**src/rtl/uart_cmd_framer.sv**
```systemverilog
// uart_cmd_framer
// Host-side command framer: serialises a parallel command request into the
// byte frame the system controller decodes, hands the bytes to a UART
// transmitter, then collects the 1- or 2-byte response (or flags a timeout).
// Optional feature macro: FRAMER_STRAY_CNT_EN adds a saturating STRAY_CNT
// output that counts response bytes arriving when none is expected.
module uart_cmd_framer #(
   parameter int DATA_WIDTH     = 8,
   parameter int ADDR_WIDTH     = 4,
   parameter int TIMEOUT_CYCLES = 4096
) (
   input  logic                    CLK,
   input  logic                    RST,
   input  logic                    CMD_VLD,
   output logic                    CMD_RDY,
   input  logic [1:0]              CMD_TYPE,
   input  logic [ADDR_WIDTH-1:0]   CMD_ADDR,
   input  logic [DATA_WIDTH-1:0]   CMD_DATA,
   input  logic [DATA_WIDTH-1:0]   CMD_OPB,
   input  logic [3:0]              CMD_FUN,
   output logic [DATA_WIDTH-1:0]   TX_BYTE,
   output logic                    TX_VLD,
   input  logic                    TX_RDY,
   input  logic [DATA_WIDTH-1:0]   RX_BYTE,
   input  logic                    RX_VLD,
   output logic [2*DATA_WIDTH-1:0] RSP_DATA,
   output logic                    RSP_VLD,
   output logic                    RSP_TIMEOUT,
`ifdef FRAMER_STRAY_CNT_EN
   output logic [7:0]              STRAY_CNT,
`endif
   output logic                    BUSY
);

   localparam int CNT_W = $clog2(TIMEOUT_CYCLES);
   // The timeout fires on the edge where the counter would step onto TIMEOUT_CYCLES-1
   localparam logic [CNT_W-1:0] TO_LAST = CNT_W'(TIMEOUT_CYCLES - 2);

   localparam logic [1:0] CMD_RF_WR   = 2'b00;
   localparam logic [1:0] CMD_RF_RD   = 2'b01;
   localparam logic [1:0] CMD_ALU_OP  = 2'b10;
   localparam logic [1:0] CMD_ALU_NOP = 2'b11;

   typedef enum logic [1:0] {
      IDLE     = 2'd0,
      SEND     = 2'd1,
      WAIT_RSP = 2'd2
   } state_t;

   state_t                  state;
   state_t                  state_nxt;

   logic [1:0]              cmd_type_q;
   logic [ADDR_WIDTH-1:0]   cmd_addr_q;
   logic [DATA_WIDTH-1:0]   cmd_data_q;
   logic [DATA_WIDTH-1:0]   cmd_opb_q;
   logic [3:0]              cmd_fun_q;
   logic [1:0]              byte_idx;
   logic                    rx_cnt;
   logic [DATA_WIDTH-1:0]   rsp_lo;
   logic [CNT_W-1:0]        to_cnt;

   logic                    accept;
   logic                    tx_fire;
   logic                    last_tx;
   logic                    rx_take;
   logic                    rsp_done;
   logic                    time_hit;
   logic [1:0]              last_idx;
   logic [1:0]              rsp_need;

   // Byte number idx of the frame for a given command
   function automatic logic [DATA_WIDTH-1:0] frame_byte(
      input logic [1:0]            kind,
      input logic [ADDR_WIDTH-1:0] addr,
      input logic [DATA_WIDTH-1:0] data,
      input logic [DATA_WIDTH-1:0] opb,
      input logic [3:0]            fun,
      input logic [1:0]            idx
   );
      logic [DATA_WIDTH-1:0] b;
      b = '0;
      case (kind)
         CMD_RF_WR: begin
            case (idx)
               2'd0:    b = DATA_WIDTH'(8'hAA);
               2'd1:    b = DATA_WIDTH'(addr);
               default: b = data;
            endcase
         end
         CMD_RF_RD: begin
            case (idx)
               2'd0:    b = DATA_WIDTH'(8'hBB);
               default: b = DATA_WIDTH'(addr);
            endcase
         end
         CMD_ALU_OP: begin
            case (idx)
               2'd0:    b = DATA_WIDTH'(8'hCC);
               2'd1:    b = data;
               2'd2:    b = opb;
               default: b = DATA_WIDTH'(fun);
            endcase
         end
         default: begin
            case (idx)
               2'd0:    b = DATA_WIDTH'(8'hDD);
               default: b = DATA_WIDTH'(fun);
            endcase
         end
      endcase
      return b;
   endfunction

   // State register
   always_ff @(posedge CLK) begin
      if (!RST) begin
         state <= IDLE;
      end else begin
         state <= state_nxt;
      end
   end

   // Next-state selection: IDLE -> SEND -> (WAIT_RSP) -> IDLE
   always_comb begin
      state_nxt = state;
      case (state)
         IDLE: begin
            if (accept) state_nxt = SEND;
         end
         SEND: begin
            if (last_tx) state_nxt = (rsp_need == 2'd0) ? IDLE : WAIT_RSP;
         end
         WAIT_RSP: begin
            if (rsp_done || time_hit) state_nxt = IDLE;
         end
         default: state_nxt = IDLE;
      endcase
   end

   // Handshake outputs, frame shape of the captured command, and per-cycle strobes
   always_comb begin
      CMD_RDY  = (state == IDLE);
      BUSY     = (state != IDLE);
      last_idx = 2'd1;
      rsp_need = 2'd2;
      case (cmd_type_q)
         CMD_RF_WR:  begin last_idx = 2'd2; rsp_need = 2'd0; end
         CMD_RF_RD:  begin last_idx = 2'd1; rsp_need = 2'd1; end
         CMD_ALU_OP: begin last_idx = 2'd3; rsp_need = 2'd2; end
         default:    begin last_idx = 2'd1; rsp_need = 2'd2; end
      endcase
      accept   = (state == IDLE) && CMD_VLD;
      tx_fire  = (state == SEND) && TX_VLD && TX_RDY;
      last_tx  = tx_fire && (byte_idx == last_idx);
      rx_take  = (state == WAIT_RSP) && RX_VLD;
      rsp_done = rx_take && (({1'b0, rx_cnt} + 2'd1) == rsp_need);
      time_hit = (state == WAIT_RSP) && !RX_VLD && (to_cnt == TO_LAST);
   end

   // Command capture, registered TX byte stream, response assembly and timeout counting
   always_ff @(posedge CLK) begin
      if (!RST) begin
         cmd_type_q  <= '0;
         cmd_addr_q  <= '0;
         cmd_data_q  <= '0;
         cmd_opb_q   <= '0;
         cmd_fun_q   <= '0;
         byte_idx    <= '0;
         rx_cnt      <= 1'b0;
         rsp_lo      <= '0;
         to_cnt      <= '0;
         TX_BYTE     <= '0;
         TX_VLD      <= 1'b0;
         RSP_DATA    <= '0;
         RSP_VLD     <= 1'b0;
         RSP_TIMEOUT <= 1'b0;
      end else begin
         RSP_VLD     <= 1'b0;
         RSP_TIMEOUT <= 1'b0;
         if (accept) begin
            cmd_type_q <= CMD_TYPE;
            cmd_addr_q <= CMD_ADDR;
            cmd_data_q <= CMD_DATA;
            cmd_opb_q  <= CMD_OPB;
            cmd_fun_q  <= CMD_FUN;
            byte_idx   <= 2'd0;
            TX_BYTE    <= frame_byte(CMD_TYPE, CMD_ADDR, CMD_DATA, CMD_OPB, CMD_FUN, 2'd0);
            TX_VLD     <= 1'b1;
         end
         if (tx_fire) begin
            if (last_tx) begin
               TX_VLD <= 1'b0;
               to_cnt <= '0;
               rx_cnt <= 1'b0;
            end else begin
               byte_idx <= byte_idx + 2'd1;
               TX_BYTE  <= frame_byte(cmd_type_q, cmd_addr_q, cmd_data_q, cmd_opb_q,
                                      cmd_fun_q, byte_idx + 2'd1);
            end
         end
         if (rx_take) begin
            to_cnt <= '0;
            if (rsp_done) begin
               RSP_DATA <= rx_cnt ? {RX_BYTE, rsp_lo} : {{DATA_WIDTH{1'b0}}, RX_BYTE};
               RSP_VLD  <= 1'b1;
            end else begin
               rsp_lo <= RX_BYTE;
               rx_cnt <= 1'b1;
            end
         end else if (time_hit) begin
            RSP_TIMEOUT <= 1'b1;
         end else if (state == WAIT_RSP) begin
            to_cnt <= to_cnt + 1'b1;
         end
      end
   end

`ifdef FRAMER_STRAY_CNT_EN
   // Saturating count of response bytes that arrive while no response is awaited
   always_ff @(posedge CLK) begin
      if (!RST) begin
         STRAY_CNT <= 8'h00;
      end else if (RX_VLD && (state != WAIT_RSP) && (STRAY_CNT != 8'hFF)) begin
         STRAY_CNT <= STRAY_CNT + 8'h01;
      end
   end
`endif

endmodule

```
**config.mk**
```make
export PLATFORM = sky130hd
export DESIGN_NAME = uart_cmd_framer
export DESIGN_NICKNAME = d
export VERILOG_FILES = /design/src/rtl/uart_cmd_framer.sv
export SDC_FILE = /design/constraint.sdc
export NUM_CORES = 1
export LEC_CHECK = 0
export BUFFER_PORTS_ARGS = -buffer_cell sky130_fd_sc_hd__buf_2
export CAP_MARGIN = 0
export CELL_PAD_IN_SITES_DETAIL_PLACEMENT = 1
export CELL_PAD_IN_SITES_GLOBAL_PLACEMENT = 1
export CORE_ASPECT_RATIO = 0.9
export CORE_MARGIN = 2
export CORE_UTILIZATION = 37
export CTS_CLUSTER_DIAMETER = 120
export CTS_CLUSTER_SIZE = 30
export DETAILED_ROUTE_END_ITERATION = 7
export GPL_TIMING_DRIVEN = 0
export PLACE_DENSITY_LB_ADDON = 0.08
export SLEW_MARGIN = 0
export SYNTH_ARGS = -nofsm -noshare
export SYNTH_HDL_FRONTEND = slang
export SYNTH_SLANG_ARGS = --single-unit
export TNS_END_PERCENT = 50
```
**constraint.sdc**
```tcl
create_clock -name CLK -period 1.9 [get_ports CLK]
set_clock_uncertainty 0.05 [all_clocks]
set_input_delay 0.19 -clock CLK [delete_from_list [all_inputs] [get_ports CLK]]
set_output_delay 0.19 -clock CLK [all_outputs]
set_load 0.01 [all_outputs]
```
==> results.py, run 1 <==
metrics = {
    "timing": {
        "timing.hold.ws_ns": 0.0185,
        "grt_setup_unrepaired": "true",
        "tns_ns": 0,
        "post-route-period-util_pct": 97.2,
        "tightest_slew_ns": 0.625,
        "period_needed_ns": 1.85,
        "max-slew-margin-rel_pct": 58.3,
        "setup_ws_ns": 0.0539,
        "slew_viol_final": 0,
        "finalHoldViolations": 0,
        "max_freq_mhz": 542,
        "setup_violations": 0,
    },
    "logic_synthesis": {
        "syn-mean-instance-area_sq_um": 8.33,
        "syn_nets": 480,
        "ys.flop_type": "dfxtp_1",
        "ys_async_sr_fraction_pct": 0,
        "ys_seq_area_share_pct": 43.1,
        "netlist_area_sq_um": 3620,
        "synth_edf_count": 0,
        "ys_types": 58,
        "synth_cells": 435,
        "yosys_warnings": 0,
        "ys_ff_latch": 78,
    },
    "setup_path": {
        "arrival_ns": 2.04,
        "r2r_end": "TX_BYTE[1]",
        "r2r_cells": 6,
        "path_buf_inv": 1,
        "cp_top_family": "compound AO/OA/AOI/OAI gates",
        "crit_fanout": 7,
        "worstPathRequired_ns": 2.09,
        "worstPathCellList": "inv_1, ha_4, o21bai_1, a21oi_1, a221o_1, o311a_1",
        "worst-path-stages": 6,
        "cp-endpoint": "TX_BYTE[1]",
        "ff2ff_setup_slack_ns": 0.05,
        "start_kind": "flip-flop",
        "startpoint": "byte_idx[1]",
        "r2r-start": "byte_idx[1]",
        "max_stage_delay_ns": 0.38,
        "endpoint_kind": "flip-flop",
        "crit_slowest_cell": "dfxtp_4",
        "critical_path_class": "reg -> reg",
    },
    "outcome": {
        "status": "completed",
    },
    "placed_design": {
        "pre_cts_slack_ns": -0.328,
        "dp_hpwl_mm": 8.16,
        "place_congestion": 0.874,
        "io_buffers": 67,
        "dp_cells": 628,
    },
    "final_layout": {
        "final_cell_mix": "dfxtp_1, nand2_1, buf_2",
        "syn_to_final_growth_pct": 27.5,
        "stdcell_count": 658,
        "final_common_cell": "dfxtp_1",
        "multi_input_area_sq_um": 2000,
        "regArea_sq_um": 1570,
        "nets": 573,
        "num_antenna_cells": 0,
        "drive_gt1_share_pct": 26.1,
        "fill_cells": 1205,
    },
    "grt": {
        "grt_pass1_wl_mm": 18.6,
        "antenna_found_initial": 0,
        "grt_pass1_vias": 3574,
        "grt_overflow": 0,
        "grt_max_degree": 14,
        "grt.total_usage_pct": 22.6,
    },
    "pwr": {
        "power.density_nw_per_um2": 802,
        "leakage_nw": 1.80,
        "vdd_ir_drop_max_mv": 0.480,
    },
    "cts": {
        "insertion_delay_ns": 0.36,
        "h-tree-depth": 3,
        "tritoncts.num_buffers": 9,
        "path_clk_slew_ns": 0.08,
        "clockRootBuffer": "clkbuf_8",
        "cts.sinks": 78,
        "cts_tree": "done",
        "cts_max_path_buffers": 2,
    },
    "drt": {
        "drc": 0,
        "ant_nets": 0,
        "wl_mm": 11.5,
        "detail_route.first_pass.iterations": 4,
        "vias": 3556,
        "vias_per_cell": 5.40,
        "dr_wl_met3_microns": 697,
        "wl_met2_mm": 5.26,
        "drt-initial-drc-count": 152,
        "highest_layer": "met4",
        "drt-met1-wl_mm": 5.44,
        "routedWlPerCell_microns": 17.5,
    },
    "floorplan": {
        "dieArea_sq_um": 10600,
        "placementRows": 34,
        "core_sq_um": 9610,
        "dieHeight_microns": 97.9,
        "die_x_microns": 108,
        "ios": 68,
        "start_util_pct": 37.7,
    },
    "flow_run": {
        "maxCapViolCount": 0,
    },
    "hold_path": {
        "hold_path.class": "in -> reg",
    },
}
==> state kept, by name, indices dropped and copies added (netlist names) <==
signal and count:
RSP_DATA 16, RSP_TIMEOUT 1, RSP_VLD 1, TX_BYTE 8, TX_VLD 1, byte_idx 2, cmd_addr_q 4, cmd_data_q 8
cmd_fun_q 4, cmd_opb_q 8, cmd_type_q 2, rsp_lo 8, rx_cnt 1, state 2, to_cnt 12
==> cell usage after synthesis (3+ instances only) <==
| cell type | instances | share of area, % |
|---|---|---|
| dfxtp_1 | 78 | 43 |
| nand2_1 | 73 | 7.6 |
| a21oi_1 | 60 | 8.3 |
| nor2_1 | 24 | 2.5 |
| clkbuf_1 | 21 | 2.2 |
| mux2i_1 | 18 | 5.0 |
| a211oi_1 | 14 | 2.9 |
| nand3_1 | 13 | 1.8 |
| o21ai_0 | 11 | 1.5 |
| inv_1 | 10 | 1.0 |
| o31ai_1 | 8 | 1.7 |
| or3_1 | 7 | 1.2 |
| ha_1 | 6 | 2.1 |
| nand2b_1 | 6 | 1.0 |
| nor3_1 | 6 | 0.83 |
| buf_2 | 5 | 0.69 |
| nor2b_1 | 5 | 0.86 |
| a221oi_1 | 4 | 0.97 |
| a311oi_1 | 4 | 0.97 |
| and3_1 | 4 | 0.69 |
| nand3b_1 | 4 | 0.83 |
| nand4_1 | 4 | 0.69 |
| nand4b_1 | 4 | 0.97 |
| o21bai_1 | 3 | 0.62 |
==> power breakdown <==
group	internal, W	switching (W)	leakage [nW]
sequential	0.00169	0.0000539	0.637
clock	0.000906	0.000642	0.119
combinational	0.000165	0.000242	1.04
==> worst min-delay path by stage <==
stage                     cells after the start       endpoint        start
after floorplan                               2     TX_BYTE[7]          RST
after CTS                                     3  cmd_addr_q[3]  CMD_ADDR[3]
final                                         3  cmd_addr_q[1]  CMD_ADDR[1]
after detailed placement                      3   cmd_fun_q[1]   CMD_FUN[1]
after global placement                        3   cmd_opb_q[6]   CMD_OPB[6]
after global routing                          3  cmd_addr_q[0]  CMD_ADDR[0]
==> cell families (layout without fill, tap and decap cells) <==
| logic type | count (synthesis) | count (layout) | share of synthesized area [%] |
|---|---|---|---|
| and+or+nand+nor | 168 | 168 | 23.0 |
| xor gates and xnor gates | 1 | 1 | 0.242 |
| adders and majority gates | 6 | 6 | 2.07 |
| buffers and inverters | 39 | 136 | 4.32 |
| DFF | 78 | 78 | 43.1 |
| muxes | 18 | 18 | 4.97 |
| AOI/OAI and AO/OA | 125 | 125 | 22.3 |
==> tightest hold or removal path, cell delays in order <==
cell and delay [ns]:
buf_2 0.10, nand2_1 0.05, a21oi_1 0.05
==> routing by layer <==
layer / track usage [%] / vias up
li1: - / 1744
met5: 0 / -
met4: 5.03 / 0
met1: 31.8 / 1724
met3: 4.87 / 8
met2: 35.4 / 80
==> final cells by class <==
cell class | count | area share [%]
clock buffers | 10 | 2.98
clock inverters | 5 | 2.30
repair buffers | 83 | 10.1
well taps | 126 | 3.41
plain buffers | 27 | 2.90
flip-flops and latches | 78 | 34.0
inverters | 11 | 0.894
multi-input cells | 318 | 43.4
==> repair_timing <==
item,CTS,global route
resized for setup,18,31
hold buffers,5,0
endpoints found under the hold margin,5,0
pin swaps,3,4
setup endpoints to repair,29,60
setup buffers,2,9
==> stage by stage <==
stage / utilization [%] / total power, W / area (sq um)
3_5_place_dp: 42.8 / 0.00216 / 4120
6_report: 48.0 / 0.00370 / 4620
3_3_place_gp: 42.8 / 0.00215 / 4120
5_1_grt: 48.0 / 0.00385 / 4620
4_1_cts: 46.7 / 0.00373 / 4490
2_1_floorplan: - / 0.00200 / 3620
No activity file was read; power rests on OpenSTA's default activity.
==> run 2, diff against run 1 <==
Settings changed: CORE_ASPECT_RATIO 0.9 to not set.
==> run 2 against run 1 <==
First-iteration DRC count decreased by 57%; register-to-register slack is essentially flat; fmax barely moved; total power is 2.2% lower; critical path depth is the same; combinational power grew 1%; clock-buffer cell count is 1 lower; sequential cell count stayed put; worst setup slack got worse by 0.0014 ns; sequential power about the same; sequential share of layout area fell by 0.13 points; largest cell class unchanged; largest power group unchanged; highest routed layer unchanged.
==> results.py, run 2 (synthesis results as in run 1) <==
metrics = {
    "floorplan": {
        "placementRows": 36,
        "start_util_pct": 37.6,
        "dieArea_sq_um": 10600,
        "die_x_microns": 103,
        "ios": 68,
        "dieHeight_microns": 103,
        "core_sq_um": 9640,
    },
    "cts": {
        "cts_tree": "done",
        "path_clk_slew_ns": 0.09,
        "h-tree-depth": 3,
        "clockRootBuffer": "clkbuf_8",
        "tritoncts.num_buffers": 9,
        "cts_max_path_buffers": 2,
        "insertion_delay_ns": 0.36,
        "cts.sinks": 78,
    },
    "drt": {
        "drc": 0,
        "wl_mm": 11.0,
        "drt-initial-drc-count": 65,
        "detail_route.first_pass.iterations": 4,
        "vias": 3571,
        "ant_nets": 0,
        "vias_per_cell": 5.32,
        "routedWlPerCell_microns": 16.4,
    },
    "setup_path": {
        "critical_path_class": "reg -> reg",
        "start_kind": "flip-flop",
        "worstPathCellList": "inv_1, ha_4, o21bai_1, a21oi_2, a221o_1, o311a_1",
        "crit_slowest_cell": "dfxtp_4",
        "max_stage_delay_ns": 0.40,
        "worstPathRequired_ns": 2.11,
        "arrival_ns": 2.05,
        "endpoint_kind": "flip-flop",
        "crit_fanout": 7,
    },
    "timing": {
        "grt_setup_unrepaired": "true",
        "setup_violations": 0,
        "slew_viol_final": 0,
        "max-slew-margin-rel_pct": 62.4,
        "finalHoldViolations": 0,
        "tns_ns": 0,
        "period_needed_ns": 1.85,
        "max_freq_mhz": 541,
        "post-route-period-util_pct": 97.2,
        "tightest_slew_ns": 0.564,
        "timing.hold.ws_ns": 0.00976,
    },
    "final_layout": {
        "syn_to_final_growth_pct": 28.2,
        "fin_util_pct": 48.2,
        "nets": 578,
        "num_antenna_cells": 0,
        "drive_gt1_share_pct": 25.3,
        "largest_reg_flops": 16,
        "final_cell_mix": "dfxtp_1, nand2_1, buf_2",
        "top_regs": "RSP_DATA (16), to_cnt (12)",
        "stdcell_area_sq_um": 4650,
        "regMostFlops": "RSP_DATA",
    },
    "outcome": {
        "status": "completed",
    },
    "grt": {
        "grt.total_usage_pct": 21.4,
        "grt_pass1_wl_mm": 17.3,
        "grt_pass1_vias": 3538,
        "grt_max_degree": 16,
        "grt_overflow": 0,
        "antenna_found_initial": 0,
    },
    "pwr": {
        "leakage_nw": 1.81,
        "power.density_nw_per_um2": 779,
        "vdd_ir_drop_max_mv": 0.347,
    },
    "hold_path": {
        "hold_path.class": "in -> reg",
    },
    "placed_design": {
        "post_dp_cell_area_sq_um": 4130,
        "dp_hpwl_mm": 7.74,
        "place_congestion": 0.881,
        "io_buffers": 67,
    },
    "flow_run": {
        "maxCapViolCount": 0,
    },
}
## run 2: area by class of cell
cell class / instances / area (sq um)
fill: 1197 / 4990
tap: 133 / 166
multi-input combinational: 318 / 1990
timing repair buffer: 89 / 528
buffer: 26 / 121
clock inverter: 7 / 105
sequential: 78 / 1580
inverter: 11 / 41.3
clock buffer: 9 / 124
## run 2: critical path: cells and delay by family, from the launching register on
family / cells / cell delay (ns)
adder cells (fa/ha/maj): 1 / 0.31
flip-flops: 1 / 0.40
buffers and inverters: 1 / 0.09
AO/OA/AOI/OAI: 4 / 0.90
## run 2: worst paths after layout
| kind | from | endpoint | slack, ns | depth (start not counted) |
|---|---|---|---|---|
| worst min-delay path | CMD_OPB[0] | cmd_opb_q[0] | 0.01 | 3 |
| worst max-delay path | byte_idx[1] | TX_BYTE[1] | 0.05 | 6 |
| worst min register to register | RSP_DATA[10] | RSP_DATA[10] | 0.40 | 2 |
| worst max register to register | byte_idx[1] | TX_BYTE[1] | 0.05 | 6 |
## run 2: power by group
part	total (W)	internal, W	switching [W]	leakage, nW
Clock	0.00147	0.000761	0.000705	0.112
Combinational	0.000414	0.000171	0.000243	1.06
Sequential	0.00174	0.00169	0.0000482	0.638
Total	0.00362	0.00263	0.000996	1.81
## run 2: metrics by stage
stage | setup WS [ns] | total power (W) | std cells
after floorplan | 0.0280 | 0.00200 | 435
after global placement | -0.461 | 0.00215 | 635
after detailed placement | -0.509 | 0.00216 | 635
after CTS | 0.00283 | 0.00365 | 663
after global routing | -0.0643 | 0.00379 | 671
final | 0.0525 | 0.00362 | 671
## run 2: timing repair
action / CTS / global route
endpoints found under the setup margin: 69 / 50
hold buffers: 11 / 0
endpoints found under the hold margin: 11 / 0
pin swaps: 3 / 2
setup buffers: 3 / 8
gates resized for setup: 19 / 18
## run 2: layer usage
metal	share of wire, %	track usage, %	wire (microns)
met4	1.9	8.20	204
met5	0	0	0
met2	52	38.8	5730
met1	43	25.3	4690
met3	3.4	3.25	375
==> run 3, diff against run 2 <==
Settings changed: PLACE_DENSITY_LB_ADDON 0.08 to 0.1.
==> run 3 against run 2 <==
Combinational power decreased by 3%; routed wire length is 0.77% higher; total power decreased by 2.0%; sequential power about the same; register-to-register slack is essentially flat; fmax barely moved; via count fell by 0.56%; die area unchanged; critical path depth is 1 lower; final cell count is 1.6% lower; largest cell class unchanged.
==> results.py, run 3 (synthesis results as in run 1) <==
metrics = {
    "pwr": {
        "vdd_ir_drop_max_mv": 0.324,
        "power.density_nw_per_um2": 782,
        "leakage_nw": 1.76,
        "finalPower_w": 0.00355,
    },
    "floorplan": {
        "dieArea_sq_um": 10600,
        "core_sq_um": 9640,
        "dieHeight_microns": 103,
        "start_util_pct": 37.6,
        "die_x_microns": 103,
        "ios": 68,
        "placementRows": 36,
    },
    "final_layout": {
        "multi_input_area_sq_um": 1990,
        "num_antenna_cells": 0,
        "largest_reg_flops": 16,
        "top_regs": "RSP_DATA (16), to_cnt (12)",
        "fill_cells": 1208,
        "drive_gt1_share_pct": 25.8,
        "syn_to_final_growth_pct": 25.2,
        "regMostFlops": "RSP_DATA",
        "nets": 567,
        "regArea_sq_um": 1570,
        "fin_util_pct": 47.1,
        "final_cell_mix": "dfxtp_1, nand2_1, buf_2",
        "final_common_cell": "dfxtp_1",
    },
    "grt": {
        "antenna_found_initial": 0,
        "grt_overflow": 0,
        "grt.total_usage_pct": 22.0,
        "grt_pass1_vias": 3521,
        "grt_pass1_wl_mm": 18.0,
        "grt_max_degree": 15,
    },
    "cts": {
        "tritoncts.num_buffers": 9,
        "h-tree-depth": 3,
        "cts.sinks": 78,
        "path_clk_slew_ns": 0.08,
        "cts_tree": "done",
        "clockRootBuffer": "clkbuf_8",
        "cts_max_path_buffers": 2,
        "insertion_delay_ns": 0.36,
    },
    "setup_path": {
        "crit_slowest_cell": "dfxtp_4",
        "r2r_cells": 5,
        "start_kind": "flip-flop",
        "cp-endpoint": "TX_BYTE[1]",
        "arrival_ns": 2.05,
        "critical_path_class": "reg -> reg",
        "startpoint": "byte_idx[0]",
        "cp_top_family": "compound AO/OA/AOI/OAI gates",
        "max_stage_delay_ns": 0.36,
        "ff2ff_setup_slack_ns": 0.05,
        "worst-path-stages": 5,
        "path_buf_inv": 0,
        "r2r-start": "byte_idx[0]",
        "crit_fanout": 10,
        "r2r_end": "TX_BYTE[1]",
        "worstPathCellList": "ha_1, o21bai_1, a21oi_2, a221o_1, o311a_1",
        "endpoint_kind": "flip-flop",
        "worstPathRequired_ns": 2.10,
    },
    "drt": {
        "detail_route.first_pass.iterations": 4,
        "drc": 0,
        "ant_nets": 0,
        "drt-initial-drc-count": 81,
        "vias_per_cell": 5.38,
        "wl_mm": 11.1,
        "routedWlPerCell_microns": 16.8,
        "vias": 3551,
    },
    "placed_design": {
        "io_buffers": 67,
        "place_congestion": 0.875,
        "pre_cts_slack_ns": -0.502,
        "dp_hpwl_mm": 7.92,
    },
    "timing": {
        "period_needed_ns": 1.85,
        "tightest_slew_ns": 0.627,
        "setup_ws_ns": 0.0526,
        "max-slew-margin-rel_pct": 58.2,
        "max_freq_mhz": 541,
        "timing.hold.ws_ns": 0.0105,
        "tns_ns": 0,
        "slew_viol_final": 0,
        "finalHoldViolations": 0,
        "post-route-period-util_pct": 97.2,
        "setup_violations": 0,
        "grt_setup_unrepaired": "true",
    },
    "outcome": {
        "status": "completed",
    },
    "flow_run": {
        "maxCapViolCount": 0,
    },
    "hold_path": {
        "hold_path.class": "in -> reg",
    },
}
-- run 3: cell count changes in the layout (fill, tap and decap cells not counted), sizes merged --
cell	delta
buf	+1
clkbuf	-2
clkinv	+3
clkinvlp	-1
dlygate4sd3	-10
inv	-2
-- run 3: final cells by class --
cell class / instances / share of cell area, %
inverter: 11 / 0.910
timing repair buffer: 78 / 9.26
clock buffer: 9 / 2.73
buffer: 26 / 2.76
sequential: 78 / 34.6
multi-input combinational: 318 / 43.9
tap: 133 / 3.67
clock inverter: 7 / 2.12
-- run 3: worst min path at each step --
| stage | to | depth (start not counted) | start | slack (ns) |
|---|---|---|---|---|
| 2_1_floorplan | TX_BYTE[7] | 2 | RST | 0.27 |
| 3_3_place_gp | cmd_data_q[5] | 3 | CMD_DATA[5] | 0.38 |
| 3_5_place_dp | cmd_addr_q[2] | 3 | CMD_ADDR[2] | 0.39 |
| 4_1_cts | cmd_addr_q[3] | 3 | CMD_ADDR[3] | 0.002 |
| 5_1_grt | cmd_fun_q[3] | 3 | CMD_FUN[3] | 0.007 |
| 6_report | cmd_fun_q[1] | 3 | CMD_FUN[1] | 0.01 |
-- run 3: metrics by stage --
step | instances | cell area (sq um)
floorplan | 435 | 3620
global placement | 635 | 4130
detailed placement | 635 | 4130
CTS | 654 | 4450
global route | 660 | 4540
finish | 660 | 4540
-- run 3: where the power goes --
part | leakage [nW] | internal (W) | switching (W)
combinational | 1.01 | 0.000161 | 0.000242
clock | 0.114 | 0.000744 | 0.000659
sequential | 0.637 | 0.00169 | 0.0000483
-- run 3: what timing repair did --
| item | in CTS | in global routing |
|---|---|---|
| pin swaps | 3 | 3 |
| hold endpoints to repair | 1 | 0 |
| gates cloned | 0 | 0 |
| buffers inserted | 4 | 6 |
| hold buffers | 1 | 0 |
| setup endpoints to repair | 58 | 46 |
| resized for setup | 20 | 24 |
-- run 3: per-layer routing --
metal	part of all wire, %	up-vias	GRT usage, %
met5	0	-	0
met4	2.0	0	6.48
met3	3.3	17	5.42
met2	52	70	39.0
met1	43	1723	26.3
li1	-	1741	-
-- run 3: tightest hold or removal path: stages --
cell	delay, ns
buf_2	0.10
nand2_1	0.04
a21oi_1	0.05
